File: config.mk
export PLATFORM = sky130hd
export DESIGN_NAME = regfile
export DESIGN_NICKNAME = d
export VERILOG_FILES = /design/src/rtl/regfile_pkg.sv /design/src/rtl/register32.sv /design/src/rtl/regfile.sv
export SDC_FILE = /design/constraint.sdc
export NUM_CORES = 2
export LEC_CHECK = 0
export BUFFER_PORTS_ARGS = -buffer_cell sky130_fd_sc_hd__buf_2
export CELL_PAD_IN_SITES_DETAIL_PLACEMENT = 1
export CELL_PAD_IN_SITES_GLOBAL_PLACEMENT = 2
export CORE_AREA = 2 2 351 353
export DETAILED_ROUTE_END_ITERATION = 8
export DIE_AREA = 0 0 353 355
export PLACE_DENSITY_LB_ADDON = 0.3
export SLEW_MARGIN = 30
export SYNTH_ARGS = -nofsm -noshare
export SYNTH_HDL_FRONTEND = slang
export SYNTH_HIERARCHICAL = 1
export SYNTH_SLANG_ARGS = --single-unit
File: constraint.sdc
create_clock -name clk -period 2 [get_ports clk]
set_input_delay 0.1 -clock clk [delete_from_list [all_inputs] [get_ports clk]]
set_output_delay 0.1 -clock clk [all_outputs]
set_load 0.005 [all_outputs]
File: src/rtl/regfile_pkg.sv
// Shared constants for the CPU register file and its users.
package regfile_pkg;

  localparam int WORD_WIDTH     = 32;
  localparam int REG_ADDR_WIDTH = 5;

  localparam logic [REG_ADDR_WIDTH-1:0] REG_ZERO = 5'd0;
  // MIPS ABI names for the stack pointer and return address registers.
  localparam logic [REG_ADDR_WIDTH-1:0] SP = 5'd29;
  localparam logic [REG_ADDR_WIDTH-1:0] RA = 5'd31;

endpackage

File: src/rtl/register32.sv
// WIDTH-bit storage register: synchronous load enable, asynchronous active-high clear.
module register32 #(
  parameter int WIDTH = 32
) (
  input  logic             clk_i,
  input  logic             rst_i,
  input  logic             en_i,
  input  logic [WIDTH-1:0] d_i,
  output logic [WIDTH-1:0] q_o
);

  logic [WIDTH-1:0] data_q;
  logic [WIDTH-1:0] data_d;

  always_comb begin
    data_d = data_q;
    if (en_i) data_d = d_i;
  end

  always_ff @(posedge clk_i or posedge rst_i) begin
    if (rst_i) data_q <= '0;
    else       data_q <= data_d;
  end

  assign q_o = data_q;

endmodule

File: src/rtl/regfile.sv
// 32x32 register file: two combinational read ports, one synchronous write port,
// entry 0 hardwired to zero, optional same-cycle write-to-read forwarding.
module regfile
  import regfile_pkg::*;
#(
  parameter int WIDTH      = WORD_WIDTH,
  parameter int ADDR_WIDTH = REG_ADDR_WIDTH,
  parameter bit BYPASS     = 1'b0
) (
  input  logic                  clk,
  input  logic                  reset,
  input  logic                  write_enable,
  input  logic [ADDR_WIDTH-1:0] write_addr,
  input  logic [WIDTH-1:0]      write_data,
  input  logic [ADDR_WIDTH-1:0] read_addr1,
  input  logic [ADDR_WIDTH-1:0] read_addr2,
  output logic [WIDTH-1:0]      read_data1,
  output logic [WIDTH-1:0]      read_data2
);

  localparam int DEPTH = 2 ** ADDR_WIDTH;

  logic [DEPTH-1:1]            wr_en;
  logic [DEPTH-1:0][WIDTH-1:0] entry_q;

  // One-hot write decode; index 0 has no storage so it never gets an enable.
  always_comb begin
    wr_en = '0;
    for (int i = 1; i < DEPTH; i++) begin
      wr_en[i] = write_enable && (write_addr == ADDR_WIDTH'(i));
    end
  end

  assign entry_q[0] = '0;

  for (genvar g = 1; g < DEPTH; g++) begin : g_entry
    register32 #(.WIDTH(WIDTH)) u_reg (
      .clk_i (clk),
      .rst_i (reset),
      .en_i  (wr_en[g]),
      .d_i   (write_data),
      .q_o   (entry_q[g])
    );
  end

  // Forwarding is suppressed during reset so reads stay 0 while reset is held.
  always_comb begin
    read_data1 = entry_q[read_addr1];
    read_data2 = entry_q[read_addr2];
    if (BYPASS && !reset && write_enable && write_addr != '0) begin
      if (write_addr == read_addr1) read_data1 = write_data;
      if (write_addr == read_addr2) read_data2 = write_data;
    end
  end

endmodule
==> summary.md <==
| Metric | Value |
|---|---|
| Avg Cell Area, Syn | 16.1 µm² |
| Power per unit of standard cell area | 969 mW/mm² |
| Clock latency on the worst-skew pair | 0.73 ns |
| TritonCTS clock tree | done |
| CP peak stage delay | 0.44 ns |
| Crit path time final | 2.64 ns |
| Grt ovf | 0 |
| Die Ht | 355 µm |
| I/O pin total | 114 |
| Final worst setup slack | -0.642 ns |
| Max-cap viol count | 0 |
| Total power | 65.7 mW |
| Multi-input gate area | 0.0310 mm² |
| DRC | 0 |
| Setup_tns | -31.10 ns |
| WP buf/inv | 3 |
| Layout Nets | 4053 |
| Crit path capture type | output pin |
| Cell Area, Synth | 0.0581 mm² |
| Pint | 46.8 mW |
| Dpl hpwl | 131000 µm |
| Worst endpoint required time | 1.90 ns |
| Synth top area cells | dfrtp_1, mux2_4, mux4_2 |
| Hold endpoint | g_entry[8].u_reg/q_o[2] |
| Fillers | 11300 |
| Outcome | complete, but fails checks |
| Worst path cell trace | buf_6 > mux4_2 > a22o_1 > o21ai_1 > buf_4 > o31ai_4 > buf_2 |
| # diodes | 0 |
| H-tree levels | 3 |
| Syn_nets | 3649 |
| Crit Path Max Fanout | 2 |
| Clock transition at path regs | 0.06 ns |
| Routed WL per cell | 36.8 µm |
| Worst R2R Start | g_entry[30].u_reg/q_o[28] |
| WS Path Type | reg2out |
| Via Count | 37500 |
| Crit-path leading delay family | buffers and inverters |
| Slew HR | 43.3% |
| Worst flop-to-flop path endpoint | g_entry[30].u_reg/q_o[28] |
| Area Growth Syn to Fin | 16.5% |
| Core area | 0.121 mm² |
| First-pass GRT wire length | 306000 µm |
| Worst vdd ir | 0.000768 V |
| Finished Layout Cells | 5713 |
| Synthesized flop and latch total | 992 |
| Unrepaired setup endpoints after global routing | true |
| Worst EP arrival | 2.54 ns |
| Static leakage | 30.0 nW |
| Slowest CP cell | mux4_2 |
| Seq/Total Area, Yosys | 42.7% |
| Achievable frequency | 379 MHz |
| Setup Slack @ Placement | -0.326 ns |
| Clock skew | 0 ns |
| Clock sinks | 992 |
| FP Rows | 128 |
| Worst setup SP type | flop |
| Routed vias/inst | 6.57 |
| Initial core utilization | 47.9% |
| Sequential fraction of design power | 41.8% |
| Syn Inst Count | 3599 |
| Gp weighted congestion | 0.858 |
| Fin. Hold Viols | 0 |
| Total GRT Usage | 33.6% |
| Routed Antenna Nets | 0 |
| Fin area | 0.0677 mm² |
| DRT Wirelength | 210000 µm |
| NetSw | 18.8 mW |
| Port bufs | 113 |
| Max reg flops | 992 |
| Share of post-route cells with drive strength above 1 | 59.0% |
| Register area | 0.0248 mm² |
| Min-delay src | write_data[2] |
| Die footprint | 0.125 mm² |
| Total iterations of the first detailed-routing run | 6 |
| Post-route clock period utilization | 132% |
| Clock power frac | 31.8% |
| Largest net degree at the start of global routing | 65 |
| Synth top area share | 42.7% |
| Worst Hold Class | in2reg |
| Dpl cells | 5429 |
| Count of warnings emitted by yosys | 6 |
| Iteration-0 DRC Markers | 3434 |
| Logic gate share of total power | 26.3% |
| Worst R2R Path Depth | 3 |
| Number of global-route vias before repair | 41000 |
| Area after DPL | 0.0626 mm² |
| Max Slew Vio Count | 0 |
| Worst-margin pin slew | 0.851 ns |
| Root Buffer Master | clkbuf_16 |
| Worst R2R Setup Slack | 0.90 ns |
| Deepest clock path buffer count | 3 |
| Final Setup Violations | 64 |
| TritonCTS Buffers | 110 |
| Initial antenna violation count | 1 |
| Die extent in x | 353 µm |
| Switching Share | 28.7% |
| Largest area contributor in the netlist | dfrtp_1 |
| Unique masters post-synth | 27 |
| WHS Path Cells | 2 |
| Failing checks | negative setup slack |
worst max-delay path by stage:
stage                              startpoint        endpoint  slack, ns  cells past startpoint
floorplan                       read_addr1[0]  read_data1[10]       0.31                      7
global placement                read_addr2[0]  read_data2[29]      -0.33                      8
detailed placement              read_addr2[0]  read_data2[29]      -0.33                      8
CTS                 g_entry[31].u_reg/q_o[19]  read_data1[19]      -0.67                      7
global route        g_entry[30].u_reg/q_o[19]  read_data1[19]      -0.70                      7
finish              g_entry[30].u_reg/q_o[19]  read_data1[19]      -0.64                      7
Yosys cell counts, drive strengths merged:
| master | number |
|---|---|
| clkbuf | 119 |
| o21ai | 64 |
| mux2i | 160 |
| nor2 | 34 |
| and3 | 32 |
| nand2b | 4 |
| buf | 218 |
| nand2 | 70 |
| and2 | 34 |
| mux4 | 384 |
| mux2 | 1056 |
| inv | 33 |
| o31ai | 64 |
| nand3 | 4 |
| a22o | 192 |
| o22ai | 64 |
| a211oi | 64 |
| dfrtp | 992 |
| or2 | 1 |
| nand4 | 1 |
| nor2b | 9 |
area by class of cell:
type	instances	share of cell area, %
flip-flops and latches	992	36.6
clock inverters	39	0.641
inverters	33	0.183
repair buffers	629	9.09
clock buffers	158	4.72
well taps	1625	3.00
multi-input cells	2237	45.7
metrics by stage:
stage	util (%)	hold WS (ns)
2_1_floorplan	-	0.216
3_3_place_gp	51.6	0.504
3_5_place_dp	51.6	0.348
4_1_cts	55.5	0.0102
5_1_grt	55.8	0.0315
6_report	55.8	0.0525
power by group through the flow:
stage               clock network (mW)  logic, mW  registers [mW]
finish                            20.9       17.3            27.5
detailed placement                   0       16.0            27.6
global placement                     0       15.6            27.4
CTS                               21.2       16.9            27.4
global route                      21.9       18.1            28.0
floorplan                            0       11.6            26.3
layout by cell type (no fill, tap or decap), drive strengths merged, types with 5 or more instances in the layout:
master,n
bufinv,8
a22o,192
mux2,1056
inv,34
clkinv,25
nor2,34
clkbuf,158
nor2b,9
o31ai,64
and2,34
mux2i,160
buf,628
and3,32
o21ai,64
o22ai,64
clkinvlp,5
mux4,384
a211oi,64
dfrtp,992
nand2,70
metal layers:
| layer | vias up | share of wire (%) | track usage [%] |
|---|---|---|---|
| met3 | 492 | 6.8 | 5.57 |
| met2 | 1808 | 46 | 51.9 |
| met4 | 0 | 5.4 | 16.3 |
| met5 | - | 0 | 0 |
| met1 | 20500 | 42 | 46.2 |
| li1 | 14700 | - | - |
logic make-up (layout without fill, tap and decap cells):
group | after synthesis | after routing | synth area share, %
AOI/OAI and AO/OA | 448 | 448 | 5.79
buffers and inverters | 370 | 859 | 5.83
and+or+nand+nor | 189 | 189 | 1.58
muxes | 1600 | 1600 | 44.1
DFF | 992 | 992 | 42.7
worst reg2reg max path, stage by stage, from the launching register on:
cell	delay [ns]
dfrtp_1	0.42
buf_4	0.16
buf_4	0.13
mux2_4	0.27
what timing repair did:
action,CTS,global route
hold buffers,1,0
gates cloned,0,0
pin swaps,137,33
setup endpoints to repair,64,64
setup buffers,64,32
hold endpoints to repair,929,0
resized for setup,120,32
(Power assumes the default switching activity.)
